<file path="config.mk">
export PLATFORM = sky130hd
export DESIGN_NAME = hazard_ctrl
export DESIGN_NICKNAME = d
export VERILOG_FILES = /design/src/rtl/hazard_ctrl.sv
export SDC_FILE = /design/constraint.sdc
export NUM_CORES = 1
export LEC_CHECK = 0
export ABC_AREA = 1
export CORE_MARGIN = 4
export CORE_UTILIZATION = 50
export DETAILED_ROUTE_END_ITERATION = 8
export GPL_ROUTABILITY_DRIVEN = 0
export GPL_TIMING_DRIVEN = 0
export MAX_ROUTING_LAYER = met4
export PLACE_DENSITY = 0.87
export SKIP_CTS_REPAIR_TIMING = 1
export SLEW_MARGIN = 0
export SYNTH_ARGS = -nofsm -noshare
export SYNTH_HDL_FRONTEND = slang
export SYNTH_SLANG_ARGS = --single-unit
</file>
<file path="constraint.sdc">
create_clock -name clk -period 3.91 [get_ports clk]
set_input_delay 1.173 -clock clk [delete_from_list [all_inputs] [get_ports clk]]
set_output_delay 1.173 -clock clk [all_outputs]
set_load 0.005 [all_outputs]
</file>
<file path="src/rtl/hazard_ctrl.sv">
// ============================================================================
// hazard_ctrl -- pipeline hazard / memory-wait controller for the 5-stage core
//
// Drives the stall and flush controls of the IF/ID, ID/EX, EX/MEM and MEM/WB
// pipeline registers. It also provides the EX-stage operand forwarding selects,
// sequences multi-cycle data-memory accesses through a req/ack handshake with
// a timeout, resolves branches taken in MEM, and counts stalled cycles.
//
// Ports
//   clk, reset                 clock (rising edge), synchronous active-low reset
//   rsD, rtD                   ID-stage source registers
//   rsE, rtE                   EX-stage source registers
//   writeregE/M/W, RegWriteE/M/W  per-stage destination register and write enable
//   MemtoRegE                  EX instruction is a load
//   MemtoRegM, MemWriteM       MEM instruction is a load / store
//   BranchM, zeroM             branch in MEM and its ALU zero flag
//   mem_ack                    data memory done (level)
//   mem_req                    data memory request
//   stallF/D/E/M               hold PC, IF/ID, ID/EX, EX/MEM
//   flushD/E/M                 clear IF/ID, ID/EX, EX/MEM
//   bubbleW                    clear MEM/WB
//   pcsrcM                     select the branch target PC
//   forwardAE/BE               00 regfile, 01 WB result, 10 MEM aluout
//   mem_err                    sticky memory-timeout error
//   stall_cnt                  saturating count of cycles with stallF=1
// ============================================================================

// ----------------------------------------------------------------------------
// hazard_fwd -- forwarding select for one EX operand. MEM takes precedence
// over WB because it holds the younger result. Register 0 is never forwarded.
// ----------------------------------------------------------------------------
module hazard_fwd (
    input  logic [4:0] src,
    input  logic [4:0] writeregM,
    input  logic [4:0] writeregW,
    input  logic       RegWriteM,
    input  logic       RegWriteW,
    output logic [1:0] sel
);
    logic hit_m, hit_w;

    assign hit_m = RegWriteM && (writeregM != 5'd0) && (writeregM == src);
    assign hit_w = RegWriteW && (writeregW != 5'd0) && (writeregW == src);
    assign sel   = hit_m ? 2'b10 : (hit_w ? 2'b01 : 2'b00);
endmodule

// ----------------------------------------------------------------------------
// hazard_ctrl -- top
// ----------------------------------------------------------------------------
module hazard_ctrl #(
    parameter int TIMEOUT = 16,   // max MEM_WAIT cycles before error, 1..255
    parameter int CNTW    = 16    // width of stall_cnt
) (
    input  logic            clk,
    input  logic            reset,
    input  logic [4:0]      rsD,
    input  logic [4:0]      rtD,
    input  logic [4:0]      rsE,
    input  logic [4:0]      rtE,
    input  logic [4:0]      writeregE,
    input  logic [4:0]      writeregM,
    input  logic [4:0]      writeregW,
    input  logic            RegWriteE,
    input  logic            RegWriteM,
    input  logic            RegWriteW,
    input  logic            MemtoRegE,
    input  logic            MemtoRegM,
    input  logic            MemWriteM,
    input  logic            BranchM,
    input  logic            zeroM,
    input  logic            mem_ack,
    output logic            mem_req,
    output logic            stallF,
    output logic            stallD,
    output logic            stallE,
    output logic            stallM,
    output logic            flushD,
    output logic            flushE,
    output logic            flushM,
    output logic            bubbleW,
    output logic            pcsrcM,
    output logic [1:0]      forwardAE,
    output logic [1:0]      forwardBE,
    output logic            mem_err,
    output logic [CNTW-1:0] stall_cnt
);
    localparam int         NUM_OPS = 2;             // operand A (rs), B (rt)
    localparam logic [7:0] TMO     = 8'(TIMEOUT);

    typedef enum logic [1:0] {RUN, MEM_WAIT, ERR} state_t;

    state_t     state, state_next;
    logic [7:0] tcnt, tcnt_next;

    logic memopM;
    logic lu;
    logic taken;

    // ------------------------------------------------------------------------
    // Forwarding: one hazard_fwd per EX operand
    // ------------------------------------------------------------------------
    logic [NUM_OPS-1:0][4:0] src_e;
    logic [NUM_OPS-1:0][1:0] fwd_sel;

    assign src_e[0] = rsE;
    assign src_e[1] = rtE;

    genvar g;
    generate
        for (g = 0; g < NUM_OPS; g++) begin : g_fwd
            hazard_fwd u_fwd (
                .src       (src_e[g]),
                .writeregM (writeregM),
                .writeregW (writeregW),
                .RegWriteM (RegWriteM),
                .RegWriteW (RegWriteW),
                .sel       (fwd_sel[g])
            );
        end
    endgenerate

    // Forward selects are combinational outputs and so also go quiet in reset.
    assign forwardAE = reset ? fwd_sel[0] : 2'b00;
    assign forwardBE = reset ? fwd_sel[1] : 2'b00;

    // ------------------------------------------------------------------------
    // Hazard terms
    // ------------------------------------------------------------------------
    assign memopM = MemtoRegM | MemWriteM;
    assign taken  = BranchM & zeroM;
    assign lu     = MemtoRegE && RegWriteE && (writeregE != 5'd0) &&
                    ((writeregE == rsD) || (writeregE == rtD));

    // ------------------------------------------------------------------------
    // State register, sticky error, stall counter
    // ------------------------------------------------------------------------
    always_ff @(posedge clk) begin
        if (!reset) begin
            state     <= RUN;
            tcnt      <= 8'd0;
            mem_err   <= 1'b0;
            stall_cnt <= '0;
        end else begin
            state <= state_next;
            tcnt  <= tcnt_next;
            if (state_next == ERR)
                mem_err <= 1'b1;
            if (stallF && (stall_cnt != {CNTW{1'b1}}))
                stall_cnt <= stall_cnt + {{(CNTW-1){1'b0}}, 1'b1};
        end
    end

    // ------------------------------------------------------------------------
    // Next state and control outputs. Priority inside a state:
    // memory stall > taken branch > load-use.
    // ------------------------------------------------------------------------
    always_comb begin
        state_next = state;
        tcnt_next  = tcnt;
        mem_req    = 1'b0;
        stallF     = 1'b0;
        stallD     = 1'b0;
        stallE     = 1'b0;
        stallM     = 1'b0;
        flushD     = 1'b0;
        flushE     = 1'b0;
        flushM     = 1'b0;
        bubbleW    = 1'b0;
        pcsrcM     = 1'b0;

        if (reset) begin
            case (state)
                RUN: begin
                    mem_req = memopM;
                    if (memopM && !mem_ack) begin
                        // First cycle of a multi-cycle access: freeze the
                        // whole front of the pipe and keep WB empty.
                        stallF     = 1'b1;
                        stallD     = 1'b1;
                        stallE     = 1'b1;
                        stallM     = 1'b1;
                        bubbleW    = 1'b1;
                        state_next = MEM_WAIT;
                        tcnt_next  = 8'd1;
                    end else if (taken) begin
                        // Wrong-path instructions in IF/ID, ID/EX, EX/MEM
                        // are discarded; any load-use stall is moot.
                        pcsrcM = 1'b1;
                        flushD = 1'b1;
                        flushE = 1'b1;
                        flushM = 1'b1;
                    end else if (lu) begin
                        // Hold the dependent instruction in ID one cycle and
                        // send a bubble down into EX.
                        stallF = 1'b1;
                        stallD = 1'b1;
                        flushE = 1'b1;
                    end
                end

                MEM_WAIT: begin
                    mem_req = 1'b1;
                    stallF  = 1'b1;
                    stallD  = 1'b1;
                    stallE  = 1'b1;
                    stallM  = 1'b1;
                    // On the ack cycle the access result is let into MEM/WB
                    // while everything upstream is still held.
                    bubbleW = !mem_ack;
                    if (mem_ack) begin
                        state_next = RUN;
                        tcnt_next  = 8'd0;
                    end else if (tcnt == TMO) begin
                        state_next = ERR;
                    end else begin
                        tcnt_next = tcnt + 8'd1;
                    end
                end

                ERR: begin
                    // Pipeline frozen until reset; request withdrawn.
                    stallF  = 1'b1;
                    stallD  = 1'b1;
                    stallE  = 1'b1;
                    stallM  = 1'b1;
                    bubbleW = 1'b1;
                end

                default: begin
                    state_next = RUN;
                    tcnt_next  = 8'd0;
                end
            endcase
        end
    end
endmodule

</file>
# [Word level (Yosys, flattened, before mapping)]
# Index checks and enable logic that the tools add are counted.
[totals] ff_bits=27 n_memories=0 latchBits=0 rom_bits=0 output_inout_bits=31 mem_bits_rw=0
[op_classes] n_div=0 n_mul=0 order_cmp=0 eq_ne=13 bitwise_logic=3 reduce_logical=19 addsub=2 shift=0 mux=35
[op_table] op="5-bit == test" n=6
[op_table] op="8-bit 2-to-1 mux" n=3
[op_table] op="8-bit case mux with 3 select lines" n=1
[op_table] op="1-bit 2-to-1 mux" n=18
[op_table] op="16-bit by 1-bit adder with 16-bit output, second input constant" n=1
[op_table] op="2-bit 2-to-1 mux" n=8
[op_table] op="16-bit != test, second input constant" n=1
[op_table] op="5-bit nonzero test" n=3
[op_table] op="1-bit logical AND" n=11
[op_table] op="8-bit by 1-bit adder with 8-bit output, second input constant" n=1
[op_table] op="8-bit by 5-bit == test with 1-bit output, second input constant" n=1
[op_table] op="1-bit case mux with 2 select lines" n=3
[op_table] op="2-bit case mux with 3 select lines" n=1
[op_table] op="2-bit == test, second input constant" n=2
[op_table] op="3-bit != test, second input constant" n=1
[op_table] op="1-bit case mux with 3 select lines" n=1
[op_table] op="3-bit AND reduction" n=1
[op_table] op="2-bit by 1-bit == test with 1-bit output, second input constant" n=1
[op_table] op="2-bit zero test" n=1
[op_table] op="2-bit != test, second input constant" n=1
[op_table] op="2-bit OR reduction" n=1
[op_table] op="1-bit bitwise AND" n=1
[op_table] op="1-bit zero test" n=1
[op_table] op="1-bit logical OR" n=1
[op_table] op="2 further kinds" n=2

# [Depth between registers and ports, before layout]
# Gate-level depths: netlist of the first run.
[logic_depth] ltp_word=9 depth_mapped=12 depth_no_buf=12

# [Hierarchy]
# From an unflattened synthesis of the first run, not the netlist that was laid out.
[hier_totals] cells_unflattened=408 hier_area_um2=2382.3
[modules_own_cells] mod="hazard_ctrl" cells_per_inst=306 instances=1 area_each_um2=1939.4
[modules_own_cells] mod="hazard_fwd" cells_per_inst=51 instances=2 area_each_um2=221.5

# [Least setup slack after synthesis of the first run]
# OpenSTA, ideal clock, no wires.
[synth_path] path_type="input -> output" startpoint="input reset" endpoint="output stallF" arrival_time_ps=2144 stages=8 t_required_ps=2737 path_slack_ps=593 cell_sequence="inv_2 or2_1 a21oi_2 inv_1 nand2_2 buf_4 buf_6 buf_4"
[synth_between] elab_chain_len=1
[synth_rtl] item="start, declared" line="55" text="input logic reset,"
[synth_rtl] item="1-bit 2-to-1 mux"
[synth_rtl] item="end, declared" line="73" text="output logic stallF,"
# No other way between the ends.

# [Worst setup path in the final report of the first run]
[layout_path] startpoint="input MemtoRegM" endpoint="output bubbleW"
[layout_between] elab_chain_len=5
[layout_rtl] item="start, declared" line="67" text="input logic MemtoRegM,"
[layout_rtl] item="1-bit OR" line="129" text="assign memopM = MemtoRegM | MemWriteM;"
[layout_rtl] item="1-bit logical AND" line="175" text="if (memopM && !mem_ack) begin"
[layout_rtl] item="1-bit 2-to-1 mux" line="175"
[layout_rtl] item="1-bit case mux with 3 select lines" line="172" text="case (state)"
[layout_rtl] item="1-bit 2-to-1 mux" line="171" text="if (reset) begin"
[layout_rtl] item="end, declared" line="80" text="output logic bubbleW,"
# No other way between the ends.

==> metrics, run 1 <==
Cells after Synth=353; Clock transition at path regs=0.09 ns; # diodes=0; proportion of layout cells with a drive suffix above 1=10.8%; number of fill cells=308; Yosys top cell by area=dfxtp_1; Placement Cell Area=0.00308 mm^2; Final Setup Violations=0; total CTS buffers=3; most frequent cell on the critical path=clkdlybuf4s50_1; Hold Path Depth=2; design area=0.00330 mm^2; GR peak layer=met2; clk buf depth=2; Worst setup SP type=input port; maximum VDD drop=163 uV; vias=2545; Place WS=-0.642 ns; cells along the critical path=clkdlybuf4s50_1, nor2_2, nor2_1, nand2_2, a21oi_1, clkdlybuf4s50_1; DR WL/cell=13.2 um; total wire length=6.43 mm; #FFs+latches synth=27; post-layout minimum cycle time=3.88 ns; Post-Synth XOR/XNOR Area=13.6%; hpwl dp=4.83 mm; register area share after synthesis=24.0%; synth warn=0; first-pass GRT wire length=9.47 mm; cell family with most CP delay=buffers and inverters; Remaining DRCs=0; CP max FO=3; setup TNS=0 ns; Vias/cell=5.23; Cell Area, Synth=0.00225 mm^2; TritonCTS Sinks=27; Distinct cells, synth=32; I/O pin total=77; critical path class=in -> out; pwr/cell area=203 mW/mm^2; Max-cap violations=0; post-route setup slack=0.0289 ns; Period Utilization, post-route=99.3%; Simple-Gate Fraction of Synth Area=37.1%; FP Rows=24; mux cell area share after synthesis=0%; die area=0.00565 mm^2; CP required=2.74 ns; Util after Layout=75.8%; Area Overhead vs Synth=46.3%; post-synthesis adder-cell area fraction=3.88%; grt met2 use=36.7%; Iter 0 DRT Violations=174; Rel. slew slack=63.4%; htree depth=1; Total GRT Usage=21.9%; slowest stage delay, CP=0.54 ns; Leak=1.50 nW; core area=0.00435 mm^2; Worst Hold Class=reg -> reg; Root Driver=clkbuf_8; Slew Viols, Final=0; Post-layout nets=489; ranking of synthesized cells by area=dfxtp_1, nand2_1, xor2_1; largest family of logic cells by synthesized area=simple AND/OR/NAND/NOR gates; maximum clock rate=0.258 GHz; crit path DAT=2.71 ns; R2R depth=11; Post-DRT Antenna Nets=0; synthesized area per cell=6.39 um^2; Die Ht=75.2 um; met3 GRT Util=4.94%; CTS tree=yes; Worst setup EP type=output pin; most common cell after layout, fill and taps aside=nand2_1; Port Buf Inserts=76; most frequent cells in the layout=nand2_1, clkdlybuf4s50_1, inv_1; critical path's slowest cell=clkdlybuf4s50_1; Tot Pwr=0.668 mW; run status=finished clean; largest net degree at the start of global routing=17; final hold viol count=0; slew of the pin with the lowest slew margin=0.541 ns; Clock Skew=0.00915 ns; post-synthesis compound-gate area fraction=10.5%; die span in x=75.2 um; initial antenna violation count=0; vias in the first global route=2169; syn nets=406; Yosys top cell area share=24.0%; starting density of the core=51.8%; clk_lat worst skew=0.28 ns; length of the first detailed-routing pass in iterations=5; CP Depth=6; Buf/Inv on CP=2; met1 global-route usage=27.2%; grt ovf=0
==> Yosys cell counts <==
cell type,instances
a21oi_1,34
nor2_2,1
xor2_1,24
inv_2,2
or2_1,1
buf_6,2
nor3_1,12
nand3_1,34
inv_1,43
nor2_1,33
and2_1,2
buf_2,1
nor3_4,1
o41ai_1,1
and3_1,1
nor4_1,4
buf_4,5
nand2_4,1
dfxtp_1,27
nor3_2,1
xnor2_1,11
nand3_4,1
o21ai_0,7
nor2_4,1
a21oi_2,1
nand4_1,3
nand2_2,2
or2_2,4
o211ai_1,2
clkbuf_1,3
nand2_1,81
ha_1,7
==> area by class of cell <==
type,count,area (um^2),share of cell area (%)
flip-flops and latches,27,541,16.4
plain buffers,9,72.6,2.20
well taps,52,65.1,1.97
multi-input cells,270,1550,47.0
inverters,45,169,5.12
clock buffers,3,41.3,1.25
repair buffers,80,853,25.9
clock inverters,1,7.51,0.228
==> power by group <==
group          switching, mW  total, mW  leakage, nW  internal, mW
logic                  0.105      0.215         1.26         0.110
clock network         0.0953      0.168       0.0217        0.0725
registers            0.00577      0.285        0.218         0.279
total                  0.206      0.668         1.50         0.462
==> cells by family (layout without fill, tap and decap cells) <==
family                     after synthesis  count (layout)
DFF                                     27              27
buffers and inverters                   56             138
AOI/OAI and AO/OA                       45              45
and+or+nand+nor                        183             183
xor gates and xnor gates                35              35
adders and majority gates                7               7
==> registers in the layout, indices dropped and copies added (netlist names) <==
register,cells
state,2
stall_cnt,16
tcnt,8
mem_err,1
==> worst paths after layout <==
check / startpoint / to / slack (ns)
max reg2reg: state[1]$_SDFF_PN0_ / tcnt[0]$_SDFFE_PN0P_ / 1.82
max: MemtoRegM / bubbleW / 0.03
min reg2reg: mem_err$_SDFFE_PN0N_ / mem_err$_SDFFE_PN0N_ / 0.47
min: mem_err$_SDFFE_PN0N_ / mem_err$_SDFFE_PN0N_ / 0.47
==> per-stage QoR <==
step / hold WS, ns / std cells
after floorplan: 0.447 / 353
after global placement: 0.438 / 481
after detailed placement: 0.459 / 481
after CTS: 0.476 / 485
after global routing: 0.534 / 487
final: 0.474 / 487
==> routing by layer <==
layer / vias to the layer above / part of all wire, % / wire length [um]
li1: 1289 / - / -
met1: 1161 / 41 / 2670
met2: 87 / 51 / 3270
met3: 8 / 6.5 / 419
met4: 0 / 1.2 / 78
met5: - / 0 / 0
==> worst reg2reg max path, delay by kind of cell (launching register included) <==
family | cells | cell delay (ns)
buffers and inverters | 5 | 0.50
AO/OA/AOI/OAI | 3 | 0.49
AND/OR/NAND/NOR | 2 | 0.43
flip-flops | 1 | 0.36
adder cells (fa/ha/maj) | 1 | 0.20
Power figures use the tool's default switching activity.
==> run 2, diff against run 1 <==
--- a/config.mk
+++ b/config.mk
@@ -6,7 +6,8 @@
 export NUM_CORES = 1
 export LEC_CHECK = 0
 export ABC_AREA = 1
-export CORE_MARGIN = 4
+export CAP_MARGIN = 20
+export CORE_MARGIN = 2
 export CORE_UTILIZATION = 50
 export DETAILED_ROUTE_END_ITERATION = 8
 export GPL_ROUTABILITY_DRIVEN = 0
@@ -18,3 +19,4 @@
 export SYNTH_ARGS = -nofsm -noshare
 export SYNTH_HDL_FRONTEND = slang
 export SYNTH_SLANG_ARGS = --single-unit
+export TNS_END_PERCENT = 1
==> run 2 against run 1 <==
The flow now finishes with violations (negative setup slack). Power is 2.0% higher. Maximum frequency is 6.7% lower. Sequential share of layout area is 0.10 points lower. Setup slack worse by 0.28 ns. Sequential power hardly changed. Cell area is 0.64% higher. Critical path type unchanged. Largest cell class unchanged. Largest power group unchanged.
==> metrics, run 2 (synthesis results as in run 1) <==
total wire length=6.67 mm; Worst setup SP type=input port; crit path DAT=2.99 ns; Post-DRT Antenna Nets=0; slew of the pin with the lowest slew margin=0.539 ns; Area Overhead vs Synth=47.3%; setup TNS=-0.547 ns; vias in the first global route=2311; CP max FO=3; post-route setup slack=-0.248 ns; htree depth=1; Final Setup Violations=3; vias=2597; CP startpoint=writeregM[3]; failing checks=negative setup slack; Net Sw Frac=31.3%; logic gate share of total power=32.7%; die area=0.00506 mm^2; grt ovf=0; Rel. slew slack=64.0%; hpwl dp=4.70 mm; Port Buf Inserts=76; Worst Hold Class=reg -> reg; Die Ht=71.2 um; length of the first detailed-routing pass in iterations=4; Slew Viols, Final=0; dpl cells=481; Root Driver=clkbuf_8; most common cell after layout, fill and taps aside=nand2_1; RSZ-0062 raised after global routing=yes; Place WS=-0.631 ns; Period Utilization, post-route=106%; clk buf depth=2; Iter 0 DRT Violations=144; Worst setup EP type=output pin; design area=0.00332 mm^2; total CTS buffers=3; proportion of layout cells with a drive suffix above 1=11.5%; worst hold start=mem_err$_SDFFE_PN0N_; clk_lat worst skew=0.29 ns; # diodes=0; CTS tree=yes; Clock transition at path regs=0.09 ns; Net Sw Power=0.213 mW; maximum VDD drop=145 uV; Clock Skew=0.0120 ns; FP Rows=24; post-layout minimum cycle time=4.16 ns; reg2reg setup slack=1.83 ns; CP required=2.74 ns; Remaining DRCs=0; most frequent cells in the layout=nand2_1, clkdlybuf4s50_1, inv_1; R2R Path Start=state[1]$_SDFF_PN0_; maximum clock rate=0.240 GHz; pwr/cell area=205 mW/mm^2; largest net degree at the start of global routing=17; Placement Cell Area=0.00308 mm^2; DR WL/cell=13.4 um; R2R depth=11; first-pass GRT wire length=9.80 mm; Finished Layout Cells=496; initial antenna violation count=0; Vias/cell=5.24; run status=finished, violations left; CP endpoint=forwardAE[1]; Flop pwr share=41.9%; r2r endpoint=tcnt[0]$_SDFFE_PN0P_; internal power=0.468 mW; Post-layout nets=498; largest reg by FF count=stall_cnt; Leak=1.48 nW; Total GRT Usage=24.4%; Largest register FFs=16; starting density of the core=51.8%; core area=0.00435 mm^2; Clock Power Share=25.4%; I/O pin total=77; final hold viol count=0; Tot Pwr=0.682 mW; biggest regs=stall_cnt: 16 flops, tcnt: 8 flops, state: 2 flops; TritonCTS Sinks=27; Max-cap violations=0; die span in x=71.2 um; critical path class=in -> out
[run 2: worst max-delay path, cell delays in order]
cell,delay [ns]
clkdlybuf4s50_1,0.47
xor2_1,0.18
or2_2,0.31
nor4_2,0.19
inv_1,0.07
nor2_1,0.08
clkdlybuf4s50_1,0.53
[run 2: worst min path at each step]
stage                                 endpoint  slack, ns  depth (start not counted)
after detailed placement  mem_err$_SDFFE_PN0N_       0.44                          2
after CTS                 mem_err$_SDFFE_PN0N_       0.46                          2
final                     mem_err$_SDFFE_PN0N_       0.46                          2
after global placement    mem_err$_SDFFE_PN0N_       0.44                          2
after global routing      mem_err$_SDFFE_PN0N_       0.48                          2
after floorplan           mem_err$_SDFFE_PN0N_       0.45                          2
[run 2: through the flow]
stage / util [%] / hold slack [ns]
3_5_place_dp: 70.7 / 0.443
3_3_place_gp: 70.7 / 0.438
2_1_floorplan: - / 0.447
4_1_cts: 71.9 / 0.460
6_report: 76.3 / 0.460
5_1_grt: 76.3 / 0.484
[run 2: area by class of cell]
cell class | instances | area, um^2
tap | 52 | 65.1
sequential | 27 | 541
fill | 335 | 1030
clock buffer | 3 | 41.3
inverter | 45 | 169
clock inverter | 1 | 7.51
timing repair buffer | 88 | 891
multi-input combinational | 270 | 1530
buffer | 10 | 77.6
[run 2: power by group through the flow]
stage / Clock (mW) / Sequential, mW / Combinational, mW
2_1_floorplan: 0 / 0.290 / 0.0939
6_report: 0.173 / 0.285 / 0.223
3_5_place_dp: 0 / 0.291 / 0.192
3_3_place_gp: 0 / 0.291 / 0.187
5_1_grt: 0.183 / 0.286 / 0.242
4_1_cts: 0.173 / 0.285 / 0.192
[run 2: metal layers]
layer,part of all wire [%],vias up,GRT usage (%),wire length (um)
met2,51,111,42.9,3380
met1,40,1158,29.0,2650
li1,-,1309,-,-
met3,7.2,19,4.70,479
met4,2.4,0,4.40,161
met5,0,-,-,0
==> run 3, diff against run 2 <==
--- a/config.mk
+++ b/config.mk
@@ -8,12 +8,12 @@
 export ABC_AREA = 1
 export CAP_MARGIN = 20
 export CORE_MARGIN = 2
-export CORE_UTILIZATION = 50
+export CORE_UTILIZATION = 42
 export DETAILED_ROUTE_END_ITERATION = 8
 export GPL_ROUTABILITY_DRIVEN = 0
 export GPL_TIMING_DRIVEN = 0
 export MAX_ROUTING_LAYER = met4
-export PLACE_DENSITY = 0.87
+export PLACE_DENSITY = 0.78
 export SKIP_CTS_REPAIR_TIMING = 1
 export SLEW_MARGIN = 0
 export SYNTH_ARGS = -nofsm -noshare
==> constraint.sdc (replaced) <==
create_clock -name clk -period 3.8 [get_ports clk]
set_input_delay 1.14 -clock clk [delete_from_list [all_inputs] [get_ports clk]]
set_output_delay 1.14 -clock clk [all_outputs]
set_load 0.005 [all_outputs]
==> run 3 against run 2 <==
The run still ends with negative setup slack left. Register-to-register slack worse by 0.07 ns. Clock power fell by 3%. Setup slack better by 0.018 ns. Via count fell by 3.7%. Global-route usage decreased by 3.2 points. Highest routed layer unchanged.
==> metrics, run 3 (synthesis results as in run 1) <==
run status=finished, violations left; failing checks=negative setup slack; Place WS=-0.738 ns; grt ovf=0; Worst setup SP type=input port; starting density of the core=43.9%; total wire length=6.06 mm; maximum clock rate=0.248 GHz; register area=541 um^2; clk buf depth=2; final hold viol count=0; RSZ-0062 raised after global routing=yes; length of the first detailed-routing pass in iterations=4; number of fill cells=500; routed wl met3=234 um; Vias/cell=4.95; post-route setup slack=-0.230 ns; htree depth=1; hpwl dp=4.84 mm; Iter 0 DRT Violations=96; vias in the first global route=2396; Period Utilization, post-route=106%; first-pass GRT wire length=10.3 mm; maximum VDD drop=131 uV; design area=0.00331 mm^2; setup TNS=-0.436 ns; Post-layout nets=489; CTS tree=yes; post-layout minimum cycle time=4.03 ns; logic gate share of total power=31.9%; Flop pwr share=43.3%; Root Driver=clkbuf_8; initial antenna violation count=0; Max-cap violations=0; Post-DRT Antenna Nets=0; critical path class=in -> out; Clock transition at path regs=0.09 ns; total CTS buffers=3; Port Buf Inserts=76; vias=2502; Die Ht=77.3 um; met1 wire length=2.75 mm; Worst setup EP type=output pin; most frequent cells in the layout=nand2_1, clkdlybuf4s50_1, inv_1; # diodes=0; Clock Skew=0.00864 ns; clk_lat worst skew=0.28 ns; Remaining DRCs=0; FP Rows=26; core area=0.00514 mm^2; slew of the pin with the lowest slew margin=0.473 ns; Total GRT Usage=21.2%; CP required=2.66 ns; Clock Power Share=24.8%; crit path DAT=2.89 ns; WL met2=3.05 mm; largest reg by FF count=stall_cnt; die area=0.00597 mm^2; Slew Viols, Final=0; Largest register FFs=16; top sig layer=met4; Placement Cell Area=0.00310 mm^2; Final Setup Violations=4; Leak=1.49 nW; CP max FO=3; Worst Hold Class=reg -> reg; pwr/cell area=205 mW/mm^2; Area Overhead vs Synth=46.6%; I/O pin total=77; DR WL/cell=12.0 um; die span in x=77.3 um; largest net degree at the start of global routing=16; Net Sw Frac=30.1%; multi-input combinational cell area=0.00153 mm^2; TritonCTS Sinks=27; Rel. slew slack=68.4%; Net Sw Power=0.203 mW; internal power=0.473 mW; worst hold margin=0.460 ns; proportion of layout cells with a drive suffix above 1=9.43%; most common cell after layout, fill and taps aside=nand2_1; biggest regs=stall_cnt: 16 flops, tcnt: 8 flops, state: 2 flops
==> run 3: cell types whose count changed in the layout (fill, tap and decap cells not counted), moves of 2 or more <==
cell / change
nand2_1: +2
buf_4: -11
nand2_2: -2
dlymetal6s2s_1: +2
nor2_2: +2
clkbuf_1: -2
nor4_2: -2
==> run 3: final timing paths <==
| kind | slack (ns) | startpoint | to | cells past startpoint |
|---|---|---|---|---|
| hold reg to reg | 0.46 | mem_err$_SDFFE_PN0N_ | mem_err$_SDFFE_PN0N_ | 2 |
| setup reg to reg | 1.76 | state[1]$_SDFF_PN0_ | tcnt[0]$_SDFFE_PN0P_ | 11 |
| hold / removal | 0.46 | mem_err$_SDFFE_PN0N_ | mem_err$_SDFFE_PN0N_ | 2 |
| setup / recovery | -0.23 | writeregW[0] | forwardBE[0] | 6 |
==> run 3: power by group through the flow <==
| stage | registers (mW) | logic (mW) | clock network (mW) |
|---|---|---|---|
| floorplan | 0.299 | 0.0967 | 0 |
| CTS | 0.293 | 0.199 | 0.169 |
| finish | 0.293 | 0.215 | 0.168 |
| global placement | 0.300 | 0.194 | 0 |
| detailed placement | 0.300 | 0.199 | 0 |
| global route | 0.294 | 0.238 | 0.183 |
==> run 3: worst max-delay path: stages <==
cell and delay, ns:
clkdlybuf4s50_1 0.46, xor2_1 0.19, nor4_1 0.26, o211ai_1 0.15, nor3_2 0.16, clkdlybuf4s50_1 0.53
==> run 3: layout make-up <==
cell class,instances,area share (%)
plain buffers,10,2.42
clock inverters,1,0.151
inverters,45,5.11
clock buffers,3,1.25
repair buffers,79,25.7
multi-input cells,270,46.4
flip-flops and latches,27,16.4
well taps,70,2.65
==> run 3: metal layers <==
layer	vias to the layer above	GRT usage [%]
li1	1296	-
met1	1140	26.0
met2	62	36.7
met3	4	3.06
met4	0	5.00
met5	-	-
==> run 3: metrics by stage <==
step	power [mW]	std cells	util [%]
after floorplan	0.395	353	-
after global placement	0.494	499	60.4
after detailed placement	0.498	499	60.4
after CTS	0.661	503	61.3
after global routing	0.715	505	64.3
final	0.676	505	64.3
